<file path="src/rtl/m_uart_tx_fifo_pkg.sv">
// Shared definitions for the buffered UART transmitter: parity codes, FSM
// state encoding and the parity helper. The RX path can reuse this package.
package m_uart_tx_fifo_pkg;

    localparam int UART_PAR_NONE = 0;
    localparam int UART_PAR_ODD  = 1;
    localparam int UART_PAR_EVEN = 2;

    typedef enum logic [2:0] {
        ST_IDLE   = 3'd0,
        ST_START  = 3'd1,
        ST_DATA   = 3'd2,
        ST_PARITY = 3'd3,
        ST_STOP   = 3'd4
    } tx_state_e;

    // XOR of the data bits is the even-parity bit; odd parity inverts it
    function automatic logic parity_bit(input logic data_xor, input int mode);
        return (mode == UART_PAR_ODD) ? ~data_xor : data_xor;
    endfunction

endpackage

</file>
<file path="src/rtl/m_uart_tx_fifo_sync_fifo.sv">
// Single-clock FIFO with first-word-fall-through read data, occupancy count
// and full/empty flags. Push while full and pop while empty are ignored.
module m_sync_fifo #(
    parameter int WIDTH = 8,
    parameter int DEPTH = 16
) (
    input  logic                     clk_i,
    input  logic                     rst_ni,
    input  logic                     push_i,
    input  logic [WIDTH-1:0]         wdata_i,
    input  logic                     pop_i,
    output logic [WIDTH-1:0]         rdata_o,
    output logic                     full_o,
    output logic                     empty_o,
    output logic [$clog2(DEPTH):0]   count_o
);

    localparam int PTR_W = $clog2(DEPTH);
    localparam logic [PTR_W:0] FULL_CNT = (PTR_W+1)'(DEPTH);

    logic [WIDTH-1:0] mem_q [DEPTH];
    logic [PTR_W-1:0] wr_ptr_q;
    logic [PTR_W-1:0] rd_ptr_q;
    logic [PTR_W:0]   cnt_q;
    logic             do_push;
    logic             do_pop;

    assign do_push = push_i && !full_o;
    assign do_pop  = pop_i && !empty_o;

    assign full_o  = (cnt_q == FULL_CNT);
    assign empty_o = (cnt_q == '0);
    assign count_o = cnt_q;
    assign rdata_o = mem_q[rd_ptr_q];

    // Storage array: written on accepted pushes, needs no reset
    always_ff @(posedge clk_i) begin
        if (do_push) begin
            mem_q[wr_ptr_q] <= wdata_i;
        end
    end

    // Pointers wrap naturally because DEPTH is a power of two
    always_ff @(posedge clk_i or negedge rst_ni) begin
        if (!rst_ni) begin
            wr_ptr_q <= '0;
            rd_ptr_q <= '0;
        end else begin
            if (do_push) begin
                wr_ptr_q <= wr_ptr_q + PTR_W'(1);
            end
            if (do_pop) begin
                rd_ptr_q <= rd_ptr_q + PTR_W'(1);
            end
        end
    end

    // Occupancy: simultaneous push and pop leaves the count unchanged
    always_ff @(posedge clk_i or negedge rst_ni) begin
        if (!rst_ni) begin
            cnt_q <= '0;
        end else begin
            case ({do_push, do_pop})
                2'b10:   cnt_q <= cnt_q + (PTR_W+1)'(1);
                2'b01:   cnt_q <= cnt_q - (PTR_W+1)'(1);
                default: cnt_q <= cnt_q;
            endcase
        end
    end

endmodule

</file>
<file path="src/rtl/m_uart_tx_fifo.sv">
// Buffered UART transmitter: valid/ready write port into a FIFO, then an FSM
// that serialises each word LSB-first with optional parity and 1 or 2 stop bits.
module m_uart_tx_fifo
    import m_uart_tx_fifo_pkg::*;
#(
    parameter int CLK_DIV    = 50,
    parameter int DATA_BITS  = 8,
    parameter int PARITY     = 0,
    parameter int STOP_BITS  = 1,
    parameter int FIFO_DEPTH = 16
) (
    input  logic                          w_clk,
    input  logic                          w_rst_n,
    input  logic                          w_we,
    input  logic [DATA_BITS-1:0]          w_data_in,
    output logic                          w_ready,
    output logic                          w_busy,
    output logic [$clog2(FIFO_DEPTH):0]   w_fifo_cnt,
    output logic                          r_ovf,
    output logic                          r_tx
);

    // Reject illegal configurations at elaboration
    if (CLK_DIV < 2 || CLK_DIV > 1023) begin : g_bad_clk_div
        $error("m_uart_tx_fifo: CLK_DIV must be 2..1023");
    end
    if (DATA_BITS < 5 || DATA_BITS > 8) begin : g_bad_data_bits
        $error("m_uart_tx_fifo: DATA_BITS must be 5..8");
    end
    if (PARITY != UART_PAR_NONE && PARITY != UART_PAR_ODD && PARITY != UART_PAR_EVEN) begin : g_bad_parity
        $error("m_uart_tx_fifo: PARITY must be 0, 1 or 2");
    end
    if (STOP_BITS < 1 || STOP_BITS > 2) begin : g_bad_stop_bits
        $error("m_uart_tx_fifo: STOP_BITS must be 1 or 2");
    end
    if (FIFO_DEPTH < 2 || FIFO_DEPTH > 256 || (FIFO_DEPTH & (FIFO_DEPTH - 1)) != 0) begin : g_bad_depth
        $error("m_uart_tx_fifo: FIFO_DEPTH must be a power of two in 2..256");
    end

    localparam int BAUD_W = $clog2(CLK_DIV);
    localparam int IDX_W  = $clog2(DATA_BITS);
    localparam logic [BAUD_W-1:0] BAUD_LAST = BAUD_W'(CLK_DIV - 1);
    localparam logic [IDX_W-1:0]  DATA_LAST = IDX_W'(DATA_BITS - 1);
    localparam logic [IDX_W-1:0]  STOP_LAST = IDX_W'(STOP_BITS - 1);

    tx_state_e              state_q;
    logic [BAUD_W-1:0]      baud_q;
    logic [IDX_W-1:0]       bit_idx_q;
    logic [DATA_BITS-1:0]   shift_q;
    logic                   par_q;
    logic                   r_tx_q;
    logic                   r_ovf_q;

    logic [DATA_BITS-1:0]   fifo_rdata;
    logic                   fifo_full;
    logic                   fifo_empty;
    logic                   baud_end;
    logic                   stop_done;
    logic                   pop;

    m_sync_fifo #(
        .WIDTH (DATA_BITS),
        .DEPTH (FIFO_DEPTH)
    ) u_fifo (
        .clk_i   (w_clk),
        .rst_ni  (w_rst_n),
        .push_i  (w_we),
        .wdata_i (w_data_in),
        .pop_i   (pop),
        .rdata_o (fifo_rdata),
        .full_o  (fifo_full),
        .empty_o (fifo_empty),
        .count_o (w_fifo_cnt)
    );

    // The baud counter wraps at CLK_DIV-1, so every bit lasts CLK_DIV cycles
    assign baud_end  = (baud_q == BAUD_LAST);
    // Last cycle of the last stop bit: the point where a queued word can start
    assign stop_done = (state_q == ST_STOP) && baud_end && (bit_idx_q == STOP_LAST);
    // Pop from idle, or back-to-back at the end of the final stop bit
    assign pop       = !fifo_empty && ((state_q == ST_IDLE) || stop_done);

    assign w_ready = !fifo_full;
    assign w_busy  = (state_q != ST_IDLE) || !fifo_empty;
    assign r_tx    = r_tx_q;
    assign r_ovf   = r_ovf_q;

    // Frame FSM: line level is registered alongside every state change
    always_ff @(posedge w_clk or negedge w_rst_n) begin
        if (!w_rst_n) begin
            state_q   <= ST_IDLE;
            baud_q    <= '0;
            bit_idx_q <= '0;
            shift_q   <= '0;
            par_q     <= 1'b0;
            r_tx_q    <= 1'b1;
        end else begin
            case (state_q)
                ST_IDLE: begin
                    r_tx_q <= 1'b1;
                    if (pop) begin
                        state_q   <= ST_START;
                        shift_q   <= fifo_rdata;
                        baud_q    <= '0;
                        bit_idx_q <= '0;
                        par_q     <= 1'b0;
                        r_tx_q    <= 1'b0;
                    end
                end
                ST_START: begin
                    if (baud_end) begin
                        state_q   <= ST_DATA;
                        baud_q    <= '0;
                        bit_idx_q <= '0;
                        r_tx_q    <= shift_q[0];
                        par_q     <= shift_q[0];
                        shift_q   <= shift_q >> 1;
                    end else begin
                        baud_q <= baud_q + BAUD_W'(1);
                    end
                end
                ST_DATA: begin
                    if (baud_end) begin
                        baud_q <= '0;
                        if (bit_idx_q == DATA_LAST) begin
                            bit_idx_q <= '0;
                            if (PARITY != UART_PAR_NONE) begin
                                state_q <= ST_PARITY;
                                r_tx_q  <= parity_bit(par_q, PARITY);
                            end else begin
                                state_q <= ST_STOP;
                                r_tx_q  <= 1'b1;
                            end
                        end else begin
                            bit_idx_q <= bit_idx_q + IDX_W'(1);
                            r_tx_q    <= shift_q[0];
                            par_q     <= par_q ^ shift_q[0];
                            shift_q   <= shift_q >> 1;
                        end
                    end else begin
                        baud_q <= baud_q + BAUD_W'(1);
                    end
                end
                ST_PARITY: begin
                    if (baud_end) begin
                        state_q   <= ST_STOP;
                        baud_q    <= '0;
                        bit_idx_q <= '0;
                        r_tx_q    <= 1'b1;
                    end else begin
                        baud_q <= baud_q + BAUD_W'(1);
                    end
                end
                ST_STOP: begin
                    if (baud_end) begin
                        baud_q <= '0;
                        if (bit_idx_q == STOP_LAST) begin
                            bit_idx_q <= '0;
                            if (pop) begin
                                state_q <= ST_START;
                                shift_q <= fifo_rdata;
                                par_q   <= 1'b0;
                                r_tx_q  <= 1'b0;
                            end else begin
                                state_q <= ST_IDLE;
                                r_tx_q  <= 1'b1;
                            end
                        end else begin
                            bit_idx_q <= bit_idx_q + IDX_W'(1);
                        end
                    end else begin
                        baud_q <= baud_q + BAUD_W'(1);
                    end
                end
                default: begin
                    state_q <= ST_IDLE;
                    r_tx_q  <= 1'b1;
                end
            endcase
        end
    end

    // Sticky overflow flag: a write that found the FIFO full; cleared by reset only
    always_ff @(posedge w_clk or negedge w_rst_n) begin
        if (!w_rst_n) begin
            r_ovf_q <= 1'b0;
        end else if (w_we && fifo_full) begin
            r_ovf_q <= 1'b1;
        end
    end

endmodule

</file>
<file path="config.mk">
export PLATFORM = sky130hd
export DESIGN_NAME = m_uart_tx_fifo
export DESIGN_NICKNAME = d
export VERILOG_FILES = /design/src/rtl/m_uart_tx_fifo_pkg.sv /design/src/rtl/m_uart_tx_fifo_sync_fifo.sv /design/src/rtl/m_uart_tx_fifo.sv
export SDC_FILE = /design/constraint.sdc
export NUM_CORES = 1
export LEC_CHECK = 0
export ABC_AREA = 0
export CAP_MARGIN = 20
export CORE_UTILIZATION = 50
export DETAILED_ROUTE_END_ITERATION = 12
export PLACE_DENSITY = 0.67
export SLEW_MARGIN = 20
export SYNTH_ARGS = -nofsm -noshare
export SYNTH_HDL_FRONTEND = slang
export SYNTH_SLANG_ARGS = --single-unit
</file>
<file path="constraint.sdc">
create_clock -name w_clk -period 3.95 [get_ports w_clk]
set_input_delay 0.79 -clock w_clk [delete_from_list [all_inputs] [get_ports w_clk]]
set_output_delay 0.79 -clock w_clk [all_outputs]
set_load 0.05 [all_outputs]
</file>
==> out/summary.json <==
{
  "ioPinCount": 20,
  "crit_fanout": 8,
  "clkTransAtPathRegs_ps": 70,
  "die_width_um": 120,
  "initial_antenna_violation_count": 0,
  "totalNegativeSetupSlack_ps": 0,
  "critPathArrivalTime_ps": 2580,
  "via_count": 3635,
  "portion_of_total_power_attributed_to_the_clock_network": 0.294,
  "synth_xor_xnor_area_share": 0.0165,
  "yosysWarningCount": 0,
  "use_met3": 0.0471,
  "worst_setup_path_start_kind": "register",
  "synth_async_sr_flop_share": 0.215,
  "final_common_cell": "edfxtp_1",
  "wl_mm": 12.3,
  "drt_first_iter_violations": 257,
  "die_height_um": 120,
  "slew_at_the_pin_closest_to_its_max_slew_limit_ps": 921,
  "antenna_cells_inserted": 0,
  "status": "finished clean",
  "worstSetupPathType": "reg -> out",
  "grt.total_usage": 0.192,
  "slew_headroom": 0.383,
  "post_synth_fa_ha_maj_area_fraction": 0.0235,
  "synth_cells": 417,
  "crit_path_required_time_ps": 3160,
  "p_seq_frac": 0.417,
  "maxCapViolations": 0,
  "place_congestion": 0.853,
  "cp-end-kind": "output port",
  "synth.cell_area_mm2": 0.00692,
  "ctsHoldBuffers": 0,
  "standard_cell_core_area_mm2": 0.0133,
  "power_frac_comb": 0.289,
  "worst_path_dominant_cell_family": "simple AND/OR/NAND/NOR gates",
  "fillers": 994,
  "fp-row-count": 42,
  "h-tree-depth": 4,
  "finalCritPeriodShare": 0.853,
  "layout-drive-gt1-share": 0.214,
  "tritoncts": "built",
  "grt_pass1_vias": 3679,
  "timing.clock.skew_ps": 9.81,
  "num-nets-final": 470,
  "yosys.cell_types.count": 51,
  "crit_path_max_incr_delay_ps": 720,
  "wire_length_of_the_first_global_routing_pass_mm": 19.8,
  "drt_first_pass_iters": 5,
  "cellPowerDensity_mw_per_mm2": 748,
  "crit_path_cell_trace": "or4_1 > nor2_1 > nand3_1 > clkdlybuf4s50_1",
  "cell_internal_pwr_w": 0.00404,
  "cts.root.buffer_cell": "clkbuf_16",
  "ys_dominant_reg_cell": "edfxtp_1",
  "synth_simple_gate_area_frac": 0.0579,
  "postSynthNetCount": 441,
  "worstSkewPairLatency_ps": 430,
  "met2_usage": 0.313,
  "irDropWorstVdd_uv": 411,
  "start_util": 0.518,
  "design.die.area_mm2": 0.0143,
  "numClockSinks": 163,
  "dp_hpwl_mm": 7.89,
  "ys_seq_area_frac": 0.682,
  "grt_overflow": 0,
  "final_antenna_net_count": 0,
  "grt-busiest-layer": "met2",
  "timing.critical_path.slowest_stage_cell": "clkdlybuf4s50_1",
  "hold_viol": 0,
  "seq_cells_post_synth": 163,
  "power.leakage_nw": 2.82,
  "post-cts-setup-buffers": 0,
  "clock_tree.buffer_depth": 2,
  "portion_of_netlist_area_occupied_by_mux_cells": 0.140,
  "drt_drc_violations_left": 0,
  "cts_buffers": 17,
  "setup_viol": 0,
  "io_buffer_count": 19,
  "grt_start_max_net_pins": 36,
  "max_clock_freq_mhz": 297,
  "min_path_type": "in -> async",
  "finalHoldWorstSlack_ps": 458,
  "layout_min_cycle_time_ps": 3370,
  "post_synthesis_compound_gate_area_fraction": 0.0631,
  "synth_edf_count": 128,
  "cts_repair_resize_count": 0,
  "route.detailed.wl_per_inst_um": 19.4,
  "power_switching_share": 0.323,
  "area_growth_pct": 15.4,
  "worst-path-buf-inv": 1,
  "avgViaCountPerCell": 5.72,
  "rsz0062_at_grt": "no",
  "synth_top_family_by_area": "multiplexers",
  "gr-usage-met1": 0.246,
  "mostFrequentLayoutCells": "edfxtp_1 (128), mux4_2 (33), dfrtp_1 (32)",
  "final_max_slew_viol_count": 0,
  "p_switching_w": 0.00193,
  "cp.depth": 4,
  "post_synth.cell_area_avg_um2": 16.6,
  "r2r_slack_ps": 750,
  "r2r.worst_path.cells": 10
}
[cell type report]
type / instances / area, um2 / area share
Sequential cell: 163 / 4720 / 0.592
Multi-Input combinational cell: 224 / 2080 / 0.260
Clock buffer: 17 / 425 / 0.0533
Timing Repair Buffer: 31 / 288 / 0.0360
Tap cell: 176 / 220 / 0.0276
Clock inverter: 15 / 214 / 0.0268
Inverter: 9 / 33.8 / 0.00423
[state kept, by name, summed over array words and instances, names as in the netlist]
register,cells
u_fifo.rd_ptr_q,4
u_fifo.wr_ptr_q,4
r_ovf,1
u_fifo.mem_q,128
baud_q,6
r_tx,1
shift_q,8
u_fifo.count_o,5
bit_idx_q,3
state_q,3
[routing by layer]
metal,share of wire,up-vias
li1,-,1700
met3,0.032,18
met1,0.45,1860
met5,0,-
met4,0.018,0
met2,0.50,57
[logic make-up after synthesis]
logic type               Yosys count
AO/OA/AOI/OAI                     64
flip-flops                       163
adder cells (fa/ha/maj)           13
XOR/XNOR                          13
buffers and inverters             30
multiplexers                      54
AND/OR/NAND/NOR                   80
[synth_stat cells, drive strengths merged (2+ instances only)]
library cell | number | share of area
edfxtp | 128 | 0.56
dfrtp | 34 | 0.12
mux4 | 33 | 0.11
nor2 | 23 | 0.012
nand2 | 20 | 0.011
o21ai | 19 | 0.015
clkbuf | 13 | 0.0071
ha | 13 | 0.024
mux2i | 11 | 0.016
mux2 | 10 | 0.016
inv | 9 | 0.0049
o22ai | 9 | 0.0081
a211oi | 8 | 0.0087
buf | 8 | 0.0054
xnor2 | 8 | 0.010
a21o | 6 | 0.0065
nor3 | 6 | 0.0043
a21oi | 5 | 0.0036
nand2b | 5 | 0.0045
nor2b | 5 | 0.0045
xor2 | 5 | 0.0063
nand3 | 4 | 0.0029
o31ai | 4 | 0.0043
a41oi | 2 | 0.0025
and3 | 2 | 0.0018
nand3b | 2 | 0.0022
nor3b | 2 | 0.0022
or2 | 2 | 0.0018
or4 | 2 | 0.0022
[power by group through the flow]
stage	clock network [W]	logic (W)	registers, W
after global placement	0	0.00173	0.00252
final	0.00176	0.00173	0.00249
after floorplan	0	0.00138	0.00240
after detailed placement	0	0.00175	0.00253
after global routing	0.00185	0.00190	0.00254
after CTS	0.00180	0.00176	0.00250
[path summary, 6_finish.rpt]
path,startpoint,end
max in group asynchronous,w_rst_n,u_fifo.rd_ptr_q[1]
min in group w_clk,r_ovf,r_ovf
worst max register to register,u_fifo.count_o[1],u_fifo.count_o[4]
worst min-delay path,w_rst_n,r_ovf
worst max-delay path,u_fifo.count_o[1],w_busy
worst min register to register,r_ovf,r_ovf
[stage by stage]
| stage | cells | area (um2) | total power, W | setup WS [ps] | utilization |
|---|---|---|---|---|---|
| 6_report | 635 | 7980 | 0.00597 | 582 | 0.598 |
| 5_1_grt | 635 | 7980 | 0.00629 | 483 | 0.598 |
| 4_1_cts | 635 | 7980 | 0.00605 | 575 | 0.598 |
| 3_5_place_dp | 603 | 7340 | 0.00428 | 715 | 0.550 |
| 3_3_place_gp | 603 | 7340 | 0.00424 | 769 | 0.550 |
| 2_1_floorplan | 417 | 6920 | 0.00378 | 774 | - |
[worst register-to-register path, stage by stage (launching register included)]
cell and delay, ps:
dfrtp_1 470, or4_1 660, o21ai_2 280, nor2_1 70, buf_4 170, ha_1 280, ha_1 390, nand3b_1 80
or4_1 390, a41oi_1 190, xor2_1 160
Note: power is estimated with default switching activity, not from simulation.
